[src/rtl/intra_blk_scheduler_pkg.sv]
// Shared types and constants for the intra 4x4 block scheduler.
// Holds the scheduler state encodings and the last-block index.
package intra_blk_scheduler_pkg;

  typedef enum logic [1:0] {
    intra_sched_idle_s      = 2'd0,
    intra_sched_wait_pred_s = 2'd1,
    intra_sched_wait_sum_s  = 2'd2
  } intra_sched_state_e;

  localparam logic [4:0] INTRA_SCHED_LAST_BLK = 5'd23;
  localparam int         INTRA_SCHED_WDOG_W   = 12;

  function automatic logic rising(
    input logic lvl,
    input logic lvl_q
  );
    return lvl & ~lvl_q;
  endfunction

endpackage

[src/rtl/intra_sched_watchdog.sv]
// Stall watchdog for the intra block scheduler.
// Counts busy cycles since the last state change; flags the limit.
module intra_sched_watchdog
  import intra_blk_scheduler_pkg::*;
#(
  parameter int WDOG_CYCLES = 4095
) (
  input  logic clk,
  input  logic rst,
  input  logic ena,
  input  logic clear,
  input  logic count_en,
  output logic expire
);

  localparam logic [INTRA_SCHED_WDOG_W-1:0] LIMIT_M1 =
    INTRA_SCHED_WDOG_W'(WDOG_CYCLES - 1);

  logic [INTRA_SCHED_WDOG_W-1:0] cnt_q;
  logic [INTRA_SCHED_WDOG_W-1:0] cnt_d;

  always_comb begin
    cnt_d = cnt_q;
    if (clear) begin
      cnt_d = '0;
    end else if (count_en && (cnt_q != '1)) begin
      cnt_d = cnt_q + 1'b1;
    end
  end

  always_ff @(posedge clk) begin
    if (rst) begin
      cnt_q <= '0;
    end else if (ena) begin
      cnt_q <= cnt_d;
    end
  end

  // Fires on the cycle whose increment would reach the limit,
  // so the flag lands exactly WDOG_CYCLES cycles after entry.
  assign expire = count_en & (cnt_q == LIMIT_M1);

endmodule

[src/rtl/intra_blk_scheduler.sv]
// Sequences the 24 4x4 blocks of a macroblock through intra pred and recon.
// Optional stall watchdog and timeout_err port with INTRA_SCHED_WDOG_EN.
module intra_blk_scheduler
  import intra_blk_scheduler_pkg::*;
#(
  parameter int WDOG_CYCLES = 4095
) (
  input  logic       clk,
  input  logic       rst,
  input  logic       ena,
  input  logic       start_of_MB,
  input  logic       mb_pred_inter_sel,
  input  logic       pred_valid,
  input  logic       sum_valid,
  output logic [4:0] blk4x4_counter,
  output logic       pred_start,
  output logic       busy,
  output logic       mb_done
`ifdef INTRA_SCHED_WDOG_EN
  ,
  output logic       timeout_err
`endif
);

  if (WDOG_CYCLES < 2 || WDOG_CYCLES > 4095) begin : g_bad_wdog
    $error("WDOG_CYCLES must be in 2..4095");
  end

  intra_sched_state_e state_q, state_d;
  logic [4:0] cnt_q, cnt_d;
  logic       pred_start_q, pred_start_d;
  logic       busy_q, busy_d;
  logic       mb_done_q, mb_done_d;
  logic       sum_seen_q, sum_seen_d;
  logic       inter_q, inter_d;
  logic       pred_valid_s_q;
  logic       sum_valid_s_q;
  logic       pred_edge;
  logic       sum_edge;
  logic       sum_go;

`ifdef INTRA_SCHED_WDOG_EN
  logic timeout_q, timeout_d;
  logic wdog_expire;
  logic wdog_clear;
  logic wdog_count_en;
`endif

  assign pred_edge = rising(pred_valid, pred_valid_s_q);
  assign sum_edge  = rising(sum_valid, sum_valid_s_q);
  assign sum_go    = sum_edge | sum_seen_q;

  always_comb begin
    state_d      = state_q;
    cnt_d        = cnt_q;
    pred_start_d = 1'b0;
    mb_done_d    = 1'b0;
    busy_d       = busy_q;
    sum_seen_d   = sum_seen_q;
    inter_d      = inter_q;
`ifdef INTRA_SCHED_WDOG_EN
    timeout_d    = timeout_q;
`endif
    if (start_of_MB) begin
      cnt_d        = 5'd0;
      busy_d       = 1'b1;
      sum_seen_d   = 1'b0;
      inter_d      = mb_pred_inter_sel;
      pred_start_d = ~mb_pred_inter_sel;
      state_d      = mb_pred_inter_sel ?
                     intra_sched_wait_sum_s :
                     intra_sched_wait_pred_s;
`ifdef INTRA_SCHED_WDOG_EN
      timeout_d    = 1'b0;
`endif
    end
`ifdef INTRA_SCHED_WDOG_EN
    else if (wdog_expire) begin
      timeout_d  = 1'b1;
      busy_d     = 1'b0;
      sum_seen_d = 1'b0;
      state_d    = intra_sched_idle_s;
    end
`endif
    else begin
      unique case (state_q)
        intra_sched_wait_pred_s: begin
          if (sum_edge) begin
            sum_seen_d = 1'b1;
          end
          if (pred_edge) begin
            state_d = intra_sched_wait_sum_s;
          end
        end
        intra_sched_wait_sum_s: begin
          if (sum_go) begin
            sum_seen_d = 1'b0;
            if (cnt_q == INTRA_SCHED_LAST_BLK) begin
              state_d   = intra_sched_idle_s;
              mb_done_d = 1'b1;
              busy_d    = 1'b0;
            end else begin
              cnt_d = cnt_q + 5'd1;
              if (!inter_q) begin
                state_d      = intra_sched_wait_pred_s;
                pred_start_d = 1'b1;
              end
            end
          end
        end
        default: begin
          state_d = intra_sched_idle_s;
        end
      endcase
    end
  end

  always_ff @(posedge clk) begin
    if (rst) begin
      state_q        <= intra_sched_idle_s;
      cnt_q          <= 5'd0;
      pred_start_q   <= 1'b0;
      busy_q         <= 1'b0;
      mb_done_q      <= 1'b0;
      sum_seen_q     <= 1'b0;
      inter_q        <= 1'b0;
      pred_valid_s_q <= 1'b0;
      sum_valid_s_q  <= 1'b0;
`ifdef INTRA_SCHED_WDOG_EN
      timeout_q      <= 1'b0;
`endif
    end else if (ena) begin
      state_q        <= state_d;
      cnt_q          <= cnt_d;
      pred_start_q   <= pred_start_d;
      busy_q         <= busy_d;
      mb_done_q      <= mb_done_d;
      sum_seen_q     <= sum_seen_d;
      inter_q        <= inter_d;
      pred_valid_s_q <= pred_valid;
      sum_valid_s_q  <= sum_valid;
`ifdef INTRA_SCHED_WDOG_EN
      timeout_q      <= timeout_d;
`endif
    end
  end

`ifdef INTRA_SCHED_WDOG_EN
  // A restart into the same state must still rearm the counter.
  assign wdog_clear    = start_of_MB | (state_d != state_q);
  assign wdog_count_en = (state_q == intra_sched_wait_pred_s) |
                         (state_q == intra_sched_wait_sum_s);

  intra_sched_watchdog #(
    .WDOG_CYCLES(WDOG_CYCLES)
  ) u_wdog (
    .clk     (clk),
    .rst     (rst),
    .ena     (ena),
    .clear   (wdog_clear),
    .count_en(wdog_count_en),
    .expire  (wdog_expire)
  );

  assign timeout_err = timeout_q;
`endif

  assign blk4x4_counter = cnt_q;
  assign pred_start     = pred_start_q;
  assign busy           = busy_q;
  assign mb_done        = mb_done_q;

endmodule
[config.mk]
export PLATFORM = sky130hd
export DESIGN_NAME = intra_blk_scheduler
export DESIGN_NICKNAME = d
export VERILOG_FILES = /design/src/rtl/intra_blk_scheduler_pkg.sv /design/src/rtl/intra_sched_watchdog.sv /design/src/rtl/intra_blk_scheduler.sv
export SDC_FILE = /design/constraint.sdc
export NUM_CORES = 1
export LEC_CHECK = 0
export ABC_CLOCK_PERIOD_IN_PS = 4100
export BUFFER_PORTS_ARGS = -buffer_cell sky130_fd_sc_hd__buf_4
export CORE_MARGIN = 2
export CORE_UTILIZATION = 50
export DETAILED_ROUTE_END_ITERATION = 7
export PLACE_DENSITY_LB_ADDON = 0.25
export SETUP_SLACK_MARGIN = 0.15
export SYNTH_ARGS = -nofsm -noshare
export SYNTH_HDL_FRONTEND = slang
export SYNTH_HIERARCHICAL = 1
export SYNTH_SLANG_ARGS = --single-unit
[constraint.sdc]
create_clock -name clk -period 4.1 [get_ports clk]
set_clock_uncertainty 0.15 [all_clocks]
set_input_delay 0.41 -clock clk [delete_from_list [all_inputs] [get_ports clk]]
set_output_delay 0.41 -clock clk [all_outputs]
set_load 0.02 [all_outputs]
==> summary.md, run 1 <==
| Metric | Value |
|---|---|
| Reg-to-Reg End | state_q[0]$_SDFFE_PP0P_ |
| Cell area after synthesis | 777.0 um^2 |
| Proportion of layout cells with a drive suffix above 1 | 31.25% |
| Vias in the first global route | 602 |
| RSZ-0062 raised after global routing | no |
| Number of setup violations in the final report | 0 |
| Remaining global-route overflow | 0 |
| First-pass detailed-route iteration total | 4 |
| Post-detailed-route DRC marker count | 0 |
| Element type at the critical path end | flop |
| Most area-hungry cell type in the Yosys netlist | sky130_fd_sc_hd__dfxtp_1 |
| I/O pin count | 15 |
| Width of the chip | 43.42 um |
| Setup TNS | 0 ns |
| Drt initial violations | 11 |
| Final critical-path share of the clock period | 42.53% |
| Die Area | 0.001885 mm^2 |
| Worst setup path endpoint | state_q[0]$_SDFFE_PP0P_ |
| Dominant register cell in the synthesized netlist | sky130_fd_sc_hd__dfxtp_1 |
| Max Buffers Root-to-Sink | 2 |
| Max rail drop VDD | 229.0 uV |
| Crit path max fanout | 7 |
| Layout-stage area growth over the synthesis result | 16.75% |
| Pwr per Cell Area | 315.6 mW/mm^2 |
| Count of max-cap constraint violations | 0 |
| Avg Cell Area, Syn | 9.476 um^2 |
| Post-Place Worst Slack | 2.375 ns |
| Slew at the pin closest to its max-slew limit | 0.3404 ns |
| Netlist cell types | 40 |
| Worst skew pair latency | 0.28 ns |
| Slack of the worst reg-to-reg path | 2.36 ns |
| Worst-case setup margin in the final layout | 2.356 ns |
| Core area | 0.001489 mm^2 |
| Gate count after technology mapping | 82 |
| Total inserted antenna cells | 0 |
| Count of state elements after synthesis | 14 |
| Number of port buffers | 14 |
| Critical path arrival | 1.79 ns |
| Clock-pin slew reported for the worst setup and hold paths after clock tree synthesis | 0.09 ns |
| Wire length of the first global-routing pass | 2697 um |
| Total clock buffers created by CTS | 3 |
| Vias per Instance | 5.509 |
| Total Routing Usage GR | 19.22% |
| Cell count of the worst reg-to-reg path | 5 |
| Final Hold Violating Endpoints | 0 |
| Remaining number of nets flagged by the antenna check after routing | 0 |
| Element type at the critical path start | flop |
| Sequential cell area fraction in the yosys report | 36.07% |
| Number of buffers added to fix hold violations after cts | 0 |
| Detailed placement HPWL | 1144 um |
| Area share of the leading cell type in the synthesized netlist | 36.07% |
| Cell at the root of the clock tree | sky130_fd_sc_hd__clkbuf_4 |
| Post-synth EDFFs | 0 |
| Maximum number of pins on one net before global-route repair | 11 |
| Ranking of synthesized cells by area | sky130_fd_sc_hd__dfxtp_1, sky130_fd_sc_hd__nor2_1, sky130_fd_sc_hd__xor2_1 |
| Maximum clock rate | 573.5 MHz |
| Synth warnings | 6 |
| TritonCTS clock tree | built |
| Clock period minus worst slack | 1.744 ns |
| Clock sink count | 14 |
| Initial Util | 52.18% |
| Leak | 0.4065 nW |
| H-tree level count | 1 |
| Path type of the worst setup path | reg2reg |
| Async set-or-reset flop fraction in the synthesized netlist | 0% |
| Number of buffers inserted to repair setup after CTS | 0 |
| Worst r2r src | blk4x4_counter[1]$_SDFFE_PP0P_ |
| Routed wire length per instance | 13.71 um |
| Height of the die | 43.42 um |
| Relative slew margins | 77.27% |
| Row count | 14 |
| Hold crit path type | in2reg |
| Post-CTS Resized | 0 |
| Synth Net Count | 90 |
| Run status | completed |
| Post-Route WL | 1536 um |
| Post-layout nets | 105 |
| Final max-slew violation count | 0 |
| Routability-driven placement congestion ratio | 0.7323 |
| Commonest cells after routing, fill and taps aside | sky130_fd_sc_hd__dfxtp_1, sky130_fd_sc_hd__buf_4, sky130_fd_sc_hd__nor2_1, sky130_fd_sc_hd__nand2_1, sky130_fd_sc_hd__a21oi_1 |
| First element of the critical path | blk4x4_counter[1]$_SDFFE_PP0P_ |
| Via total after detailed routing | 617 |
| Antenna violations before repair | 0 |
| Required time at the endpoint of the critical path | 4.15 ns |
## per-layer routing
metal	track usage, %	share of wire, %	wire length (um)
met1	25.71	50	761
met5	0	0	0
met3	6.250	4.8	74
met4	5.455	1.2	19
met2	29.85	44	681
## cells by family (layout without fill, tap and decap cells)
group / Yosys count / in the layout / synth area share [%]
compound gates: 22 / 22 / 23.51
buf+inv: 8 / 22 / 5.956
xor+xnor: 3 / 3 / 3.382
simple gates: 32 / 32 / 26.89
flops: 14 / 14 / 36.07
fa+ha+maj: 1 / 1 / 1.610
mux: 2 / 2 / 2.577
## cell usage after synthesis, types with 2 or more instances
library cell / number
sky130_fd_sc_hd__a21oi_1: 5
sky130_fd_sc_hd__buf_6: 2
sky130_fd_sc_hd__dfxtp_1: 14
sky130_fd_sc_hd__inv_1: 4
sky130_fd_sc_hd__mux2i_1: 2
sky130_fd_sc_hd__nand2_1: 6
sky130_fd_sc_hd__nand3_1: 3
sky130_fd_sc_hd__nor2_1: 8
sky130_fd_sc_hd__nor2b_1: 2
sky130_fd_sc_hd__o21ai_0: 4
sky130_fd_sc_hd__xor2_1: 3
## sequential cells by signal (all words and copies together), names as in the netlist
signal and count:
inter_q 1, sum_seen_q 1, state_q 2, blk4x4_counter 5, busy 1, mb_done 1, sum_valid_s_q 1, pred_start 1
pred_valid_s_q 1
## stage by stage
stage          power, mW  utilization, %  cell area [um^2]  hold WS (ns)  cells
2_1_floorplan     0.1782               -             777.0        0.2951     82
6_report          0.2862           60.92             907.1        0.2257    112
3_3_place_gp      0.1884           58.49             870.8        0.2997    108
4_1_cts           0.2889           60.92             907.1        0.2243    112
5_1_grt           0.2996           60.92             907.1        0.2287    112
3_5_place_dp      0.1890           58.49             870.8        0.3069    108
## cell type report
| type | instances | area [um^2] |
|---|---|---|
| clock buffers | 4 | 36.28 |
| fillers | 136 | 581.8 |
| inverters | 4 | 15.01 |
| multi-input cells | 60 | 450.4 |
| flip-flops and latches | 14 | 280.3 |
| well taps | 16 | 20.02 |
| repair buffers | 14 | 105.1 |
## worst min-delay path by stage
| stage | from | endpoint | slack (ns) | cells past startpoint |
|---|---|---|---|---|
| 2_1_floorplan | inter_q$_SDFFE_PP0P_ | inter_q$_SDFFE_PP0P_ | 0.30 | 2 |
| 3_3_place_gp | mb_done$_SDFFE_PP0P_ | mb_done$_SDFFE_PP0P_ | 0.30 | 2 |
| 3_5_place_dp | mb_done$_SDFFE_PP0P_ | mb_done$_SDFFE_PP0P_ | 0.31 | 2 |
| 4_1_cts | rst | state_q[1]$_SDFFE_PP0P_ | 0.22 | 2 |
| 5_1_grt | rst | mb_done$_SDFFE_PP0P_ | 0.23 | 2 |
| 6_report | sum_valid | sum_valid_s_q$_SDFFE_PP0P_ | 0.23 | 3 |
## critical path, cell delays in order (launching register included)
cell and delay (ns):
sky130_fd_sc_hd__dfxtp_1 0.40, sky130_fd_sc_hd__ha_1 0.26, sky130_fd_sc_hd__nand4b_4 0.18, sky130_fd_sc_hd__o2bb2ai_1 0.20, sky130_fd_sc_hd__a21o_1 0.20, sky130_fd_sc_hd__a221oi_2 0.27
## power by group
| part | leakage, nW | switching [mW] | internal (mW) |
|---|---|---|---|
| sequential | 0.114 | 0.00425 | 0.141 |
| combinational | 0.271 | 0.0224 | 0.0185 |
| clock | 0.0210 | 0.0462 | 0.0540 |
| total | 0.406 | 0.0729 | 0.213 |
(Power assumes the default switching activity.)
==> run 2: changes to the inputs <==
- ABC_CLOCK_PERIOD_IN_PS: 4100 -> 1500
- CORE_UTILIZATION: 50 -> 47
- clock period: 4.1 -> 1.5 ns (I/O delays scaled with it)
==> run 2 against run 1 <==
Against the previous run:
- the flow now finishes with violations (setup timing)
- cell area increased by 16%
- largest power group unchanged
- via count increased by 15%
- sequential cell count unchanged
==> summary.md, run 2 (synthesis gave the netlist of run 1 again) <==
| Metric | Value |
|---|---|
| Die Area | 0.001995 mm^2 (was 0.001885 mm^2) |
| Clock period minus worst slack | 1.533 ns (was 1.744 ns) |
| Routability-driven placement congestion ratio | 0.7836 (was 0.7323) |
| RSZ-0062 raised after global routing | yes (was no) |
| Width of the chip | 44.66 um (was 43.42 um) |
| Max rail drop VDD | 523.0 uV (was 229.0 uV) |
| Reg power frac | 51.7% (was 50.7%) |
| Routed wire length per instance | 14.18 um (was 13.71 um) |
| Leak | 0.4737 nW (was 0.4065 nW) |
| Total clock buffers created by CTS | 3 (unchanged) |
| Vias per Instance | 5.656 (was 5.509) |
| Element type at the critical path start | flop (unchanged) |
| Remaining global-route overflow | 0 (unchanged) |
| Element type at the critical path end | flop (unchanged) |
| Violated checks | setup timing |
| Commonest cells after routing, fill and taps aside | sky130_fd_sc_hd__buf_4, sky130_fd_sc_hd__dfxtp_1, sky130_fd_sc_hd__nor2_1, sky130_fd_sc_hd__nand2_1, sky130_fd_sc_hd__a21oi_1 (was sky130_fd_sc_hd__dfxtp_1, sky130_fd_sc_hd__buf_4, sky130_fd_sc_hd__nor2_1, sky130_fd_sc_hd__nand2_1, sky130_fd_sc_hd__a21oi_1) |
| Maximum clock rate | 652.1 MHz (was 573.5 MHz) |
| Post-detailed-route DRC marker count | 0 (unchanged) |
| Post-layout nets | 118 (was 105) |
| Row count | 14 (unchanged) |
| Switching power as a share of total power | 28.09% (was 25.45%) |
| Layout-stage area growth over the synthesis result | 35.75% (was 16.75%) |
| Cell at the root of the clock tree | sky130_fd_sc_hd__clkbuf_4 (unchanged) |
| Run status | complete, but fails checks (was completed) |
| Final critical-path share of the clock period | 102.2% (was 42.53%) |
| Path type of the worst setup path | reg2reg (unchanged) |
| Wire length of the first global-routing pass | 2773 um (was 2697 um) |
| Total power | 0.7635 mW (was 0.2862 mW) |
| Number of setup violations in the final report | 2 (was 0) |
| Clock share of power | 30.0% (was 35.0%) |
| First-pass detailed-route iteration total | 4 (unchanged) |
| Hold crit path type | in2reg (unchanged) |
| Filler Cells Inserted | 110 (was 136) |
| Required time at the endpoint of the critical path | 1.57 ns (was 4.15 ns) |
| Critical path arrival | 1.61 ns (was 1.79 ns) |
| Antenna violations before repair | 0 (unchanged) |
| Relative slew margins | 80.97% (was 77.27%) |
| Pwr per Cell Area | 723.8 mW/mm^2 (was 315.6 mW/mm^2) |
| Slew at the pin closest to its max-slew limit | 0.2825 ns (was 0.3404 ns) |
| Max Buffers Root-to-Sink | 2 (unchanged) |
| TritonCTS clock tree | built (unchanged) |
| Clock-pin slew reported for the worst setup and hold paths after clock tree synthesis | 0.09 ns (about the same) |
| Buffers and inverters on the worst path | 0 (unchanged) |
| Proportion of layout cells with a drive suffix above 1 | 43.12% (was 31.25%) |
| Worst skew pair latency | 0.28 ns (about the same) |
| Via total after detailed routing | 707 (was 617) |
| H-tree level count | 1 (unchanged) |
| Max incr delay on CP | 0.50 ns (was 0.40 ns) |
| Initial Util | 50.99% (was 52.18%) |
| Worst-case setup margin in the final layout | -0.03346 ns (was 2.356 ns) |
| Height of the die | 44.66 um (was 43.42 um) |
| Commonest non-fill, non-tap cell in the layout | sky130_fd_sc_hd__buf_4 |
| Final max-slew violation count | 0 (unchanged) |
| Core area | 0.001524 mm^2 (was 0.001489 mm^2) |
| Combinational Power Share | 18.3% (was 14.3%) |
| Final Hold Violating Endpoints | 0 (unchanged) |
| Post-Route WL | 1772 um (was 1536 um) |
| Count of max-cap constraint violations | 0 (unchanged) |
| Critical path, cell by cell | ha_4, nand4b_4, or4b_1, a21oi_1 (was ha_1, nand4b_4, o2bb2ai_1, a21o_1, a221oi_2) |
| Number of flip-flops under the largest register name | 5 (unchanged) |
| Maximum number of pins on one net before global-route repair | 11 (unchanged) |
| Drt initial violations | 25 (was 11) |
| Number of port buffers | 14 (unchanged) |
| Highest-delay cell along the critical path | sky130_fd_sc_hd__or4b_1 (was sky130_fd_sc_hd__dfxtp_1) |
| Crit path max fanout | 6 (was 7) |
| Clock sink count | 14 (unchanged) |
| Worst hold slack across all endpoints | 0.00005196 ns (was 0.2257 ns) |
| I/O pin count | 15 (unchanged) |
| Total inserted antenna cells | 0 (unchanged) |
| Internal Pwr Total | 0.5490 mW (was 0.2134 mW) |
| Detailed placement HPWL | 1268 um (was 1144 um) |
| Vias in the first global route | 673 (was 602) |
| Switching power | 0.2145 mW (was 0.07286 mW) |
| Remaining number of nets flagged by the antenna check after routing | 0 (unchanged) |
| Total Routing Usage GR | 19.28% (was 19.22%) |
| Cell type group with the largest total delay on the critical path | simple AND/OR/NAND/NOR gates (was compound AO/OA/AOI/OAI gates) |
==> run 2: stage by stage <==
step                util, %  setup slack (ns)  setup TNS [ns]  cells  area, um^2
global placement      63.14           0.02061               0    116       962.2
global route          69.21          -0.09234         -0.2845    125        1055
CTS                   66.83          -0.05675         -0.1130    123        1018
floorplan                 -          -0.02390        -0.03379     82       808.3
detailed placement    63.14          -0.03375        -0.06626    116       962.2
finish                69.21          -0.03346        -0.05082    125        1055
==> run 2: layer usage <==
| layer | share of wire [%] | vias to the layer above | global-route usage [%] |
|---|---|---|---|
| li1 | - | 353 | - |
| met1 | 47 | 338 | 22.08 |
| met2 | 49 | 12 | 32.17 |
| met3 | 3.0 | 4 | 4.490 |
| met4 | 1.6 | 0 | 11.52 |
| met5 | 0 | - | 0 |
==> run 2: what timing repair did <==
item / in CTS / in global routing
setup buffers: 0 / 2
hold buffers: 3 / 0
endpoints found under the setup margin: 5 / 9
hold endpoints to repair: 8 / 0
resized for setup: 0 / 4
pin swaps: 0 / 3
==> run 2: worst paths after layout <==
kind | from | end | slack, ns | cells after the start
min | mb_pred_inter_sel | inter_q$_SDFFE_PP0P_ | 0.00005 | 3
max reg2reg | blk4x4_counter[0]$_SDFFE_PP0P_ | mb_done$_SDFFE_PP0P_ | -0.03 | 4
min reg2reg | mb_done$_SDFFE_PP0P_ | mb_done$_SDFFE_PP0P_ | 0.32 | 2
max | blk4x4_counter[0]$_SDFFE_PP0P_ | mb_done$_SDFFE_PP0P_ | -0.03 | 4
==> run 2: layout make-up <==
class | instances | area, um^2 | share of cell area [%]
Multi-Input combinational cell | 60 | 484.2 | 45.91
Sequential cell | 14 | 291.5 | 27.64
Timing Repair Buffer | 27 | 217.7 | 20.64
Clock buffer | 3 | 22.52 | 2.135
Tap cell | 16 | 20.02 | 1.898
Inverter | 4 | 15.01 | 1.423
Clock inverter | 1 | 3.754 | 0.3559
==> run 2: power groups by stage <==
stage | Combinational [mW] | Sequential, mW | Clock, mW
2_1_floorplan | 0.0822 | 0.405 | 0
3_3_place_gp | 0.120 | 0.401 | 0
3_5_place_dp | 0.123 | 0.402 | 0
4_1_cts | 0.129 | 0.393 | 0.227
5_1_grt | 0.152 | 0.397 | 0.248
6_report | 0.140 | 0.394 | 0.229
==> run 2: worst min-delay path, cell delays in order <==
cell                      delay (ns)
sky130_fd_sc_hd__buf_4          0.12
sky130_fd_sc_hd__nand3_1        0.07
sky130_fd_sc_hd__a21oi_1        0.06
==> run 3: changes to the inputs <==
- ABC_CLOCK_PERIOD_IN_PS: 1500 -> 1600
- CORE_UTILIZATION: 47 -> 50
- clock period: 1.5 -> 1.6 ns (I/O delays scaled with it)
==> run 3 against run 2 <==
Against the previous run:
- the flow now finishes without violations
- routed wire length rose by 2.9%
- cell area rose by 2.7%
- core utilization rose by 3.6 points
- sequential power fell by 5.8%
- first-iteration DRC count fell by 52%
- count of clock-buffer cells in the layout did not move
- critical path depth did not move
- critical path type unchanged
- combinational power fell by 6%
- die area fell by 5.5%
- via count fell by 0.99%
==> summary.md, run 3 (synthesis gave the netlist of run 1 again) <==
| Metric | Value |
|---|---|
| Post-Route WL | 1824 um (was 1772 um) |
| Total power | 0.7143 mW (was 0.7635 mW) |
| Hold crit path type | in2reg (unchanged) |
| Element type at the critical path start | flop (unchanged) |
| Total inserted antenna cells | 0 (unchanged) |
| Routed wire length per instance | 14.59 um (was 14.18 um) |
| Antenna violations before repair | 0 (unchanged) |
| Max rail drop VDD | 448.4 uV (was 523.0 uV) |
| Slew at the pin closest to its max-slew limit | 0.2474 ns (was 0.2825 ns) |
| Remaining global-route overflow | 0 (unchanged) |
| Height of the die | 43.42 um (was 44.66 um) |
| Critical path, cell by cell | ha_4, nand4b_4, or4b_1, a21oi_1 (unchanged) |
| Setup TNS | 0 ns (was -0.05082 ns) |
| Cell at the root of the clock tree | sky130_fd_sc_hd__clkbuf_4 (unchanged) |
| Critical path arrival | 1.63 ns (was 1.61 ns) |
| Crit path max fanout | 7 (was 6) |
| Number of flip-flops under the largest register name | 5 (unchanged) |
| Leak | 0.4784 nW (was 0.4737 nW) |
| Detailed placement HPWL | 1189 um (was 1268 um) |
| Layout-stage area growth over the synthesis result | 39.45% (was 35.75%) |
| Run status | completed (was complete, but fails checks) |
| Commonest non-fill, non-tap cell in the layout | sky130_fd_sc_hd__buf_4 (unchanged) |
| Total clock buffers created by CTS | 3 (unchanged) |
| H-tree level count | 1 (unchanged) |
| Wire length of the first global-routing pass | 2939 um (was 2773 um) |
| Vias in the first global route | 665 (was 673) |
| Number of setup violations in the final report | 0 (was 2) |
| Post-detailed-route DRC marker count | 0 (unchanged) |
| Via total after detailed routing | 700 (was 707) |
| Post-layout nets | 118 (unchanged) |
| Max incr delay on CP | 0.50 ns (about the same) |
| Element type at the critical path end | flop (unchanged) |
| RSZ-0062 raised after global routing | yes (unchanged) |
| Path type of the worst setup path | reg2reg (unchanged) |
| Relative slew margins | 83.47% (was 80.97%) |
| Count of max-cap constraint violations | 0 (unchanged) |
| Commonest cells after routing, fill and taps aside | sky130_fd_sc_hd__buf_4, sky130_fd_sc_hd__nor2_1, sky130_fd_sc_hd__dfxtp_1, sky130_fd_sc_hd__nand2_1 (was sky130_fd_sc_hd__buf_4, sky130_fd_sc_hd__dfxtp_1, sky130_fd_sc_hd__nor2_1, sky130_fd_sc_hd__nand2_1, sky130_fd_sc_hd__a21oi_1) |
| Pwr per Cell Area | 659.2 mW/mm^2 (was 723.8 mW/mm^2) |
| Drt initial violations | 12 (was 25) |
| I/O pin count | 15 (unchanged) |
| Clock-pin slew reported for the worst setup and hold paths after clock tree synthesis | 0.09 ns (about the same) |
| Routability-driven placement congestion ratio | 0.6939 (was 0.7836) |
| Clock sink count | 14 (unchanged) |
| Final max-slew violation count | 0 (unchanged) |
| Number of port buffers | 14 (unchanged) |
| Final Hold Violating Endpoints | 0 (unchanged) |
| Die Area | 0.001885 mm^2 (was 0.001995 mm^2) |
| Row count | 14 (unchanged) |
| Final critical-path share of the clock period | 97.03% (was 102.2%) |
| Vias per Instance | 5.600 (was 5.656) |
| Worst-case setup margin in the final layout | 0.04744 ns (was -0.03346 ns) |
| TritonCTS clock tree | built (unchanged) |
| Worst hold slack across all endpoints | 0.01676 ns (was 0.00005196 ns) |
| Clock period minus worst slack | 1.553 ns (was 1.533 ns) |
| Total Routing Usage GR | 21.60% (was 19.28%) |
| Post-Place Worst Slack | 0.07035 ns (was -0.03375 ns) |
| Highest-delay cell along the critical path | sky130_fd_sc_hd__or4b_1 (unchanged) |
| Required time at the endpoint of the critical path | 1.67 ns (was 1.57 ns) |
| Maximum clock rate | 644.1 MHz (was 652.1 MHz) |
| Initial Util | 52.18% (was 50.99%) |
| Core area | 0.001489 mm^2 (was 0.001524 mm^2) |
| Width of the chip | 43.42 um (was 44.66 um) |
| Proportion of layout cells with a drive suffix above 1 | 46.79% (was 43.12%) |
| Maximum number of pins on one net before global-route repair | 11 (unchanged) |
| First-pass detailed-route iteration total | 4 (unchanged) |
| Remaining number of nets flagged by the antenna check after routing | 0 (unchanged) |
| Worst skew pair latency | 0.29 ns (was 0.28 ns) |
| Max Buffers Root-to-Sink | 2 (unchanged) |
-- run 3: routing by layer --
| layer | global-route usage, % | wire length [um] | vias up |
|---|---|---|---|
| met3 | 4.167 | 56 | 4 |
| met1 | 27.91 | 889 | 330 |
| li1 | - | - | 355 |
| met5 | 0 | 0 | - |
| met4 | 16.36 | 49 | 0 |
| met2 | 31.64 | 829 | 11 |
-- run 3: what timing repair did --
item / CTS / global route
setup buffers: 4 / 4
pin swaps: 0 / 9
hold buffers: 3 / 0
endpoints found under the setup margin: 4 / 6
gates resized for setup: 3 / 8
gates cloned: 0 / 0
hold endpoints to repair: 8 / 0
-- run 3: cell type report --
type | instances | area, um^2
Clock buffer | 3 | 22.52
Timing Repair Buffer | 27 | 214.0
Clock inverter | 1 | 3.754
Tap cell | 16 | 20.02
Inverter | 4 | 15.01
Multi-Input combinational cell | 60 | 515.5
Sequential cell | 14 | 292.8
Fill cell | 110 | 405.4
-- run 3: worst paths after layout --
path                                   from              endpoint  slack (ns)  depth (start not counted)
min reg2reg            mb_done$_SDFFE_PP0P_  mb_done$_SDFFE_PP0P_        0.33                          2
max reg2reg  blk4x4_counter[0]$_SDFFE_PP0P_  mb_done$_SDFFE_PP0P_        0.05                          4
max          blk4x4_counter[0]$_SDFFE_PP0P_  mb_done$_SDFFE_PP0P_        0.05                          4
min                       mb_pred_inter_sel  inter_q$_SDFFE_PP0P_        0.02                          3
-- run 3: through the flow --
stage	cells	cell area [um^2]	util, %
final	125	1084	72.77
after global routing	125	1084	72.77
after CTS	121	1022	68.66
after detailed placement	110	914.6	61.43
after global placement	110	914.6	61.43
after floorplan	82	805.8	-
-- run 3: power breakdown --
part | internal [mW] | switching, mW
clock | 0.0908 | 0.122
sequential | 0.359 | 0.0119
combinational | 0.0649 | 0.0658
total | 0.514 | 0.200
-- run 3: worst max-delay path: cells and delay by family, from the launching register on --
kind | cells | cell delay, ns
adders and majority gates | 1 | 0.15
AOI/OAI and AO/OA | 1 | 0.15
DFF | 1 | 0.36
and+or+nand+nor | 2 | 0.68
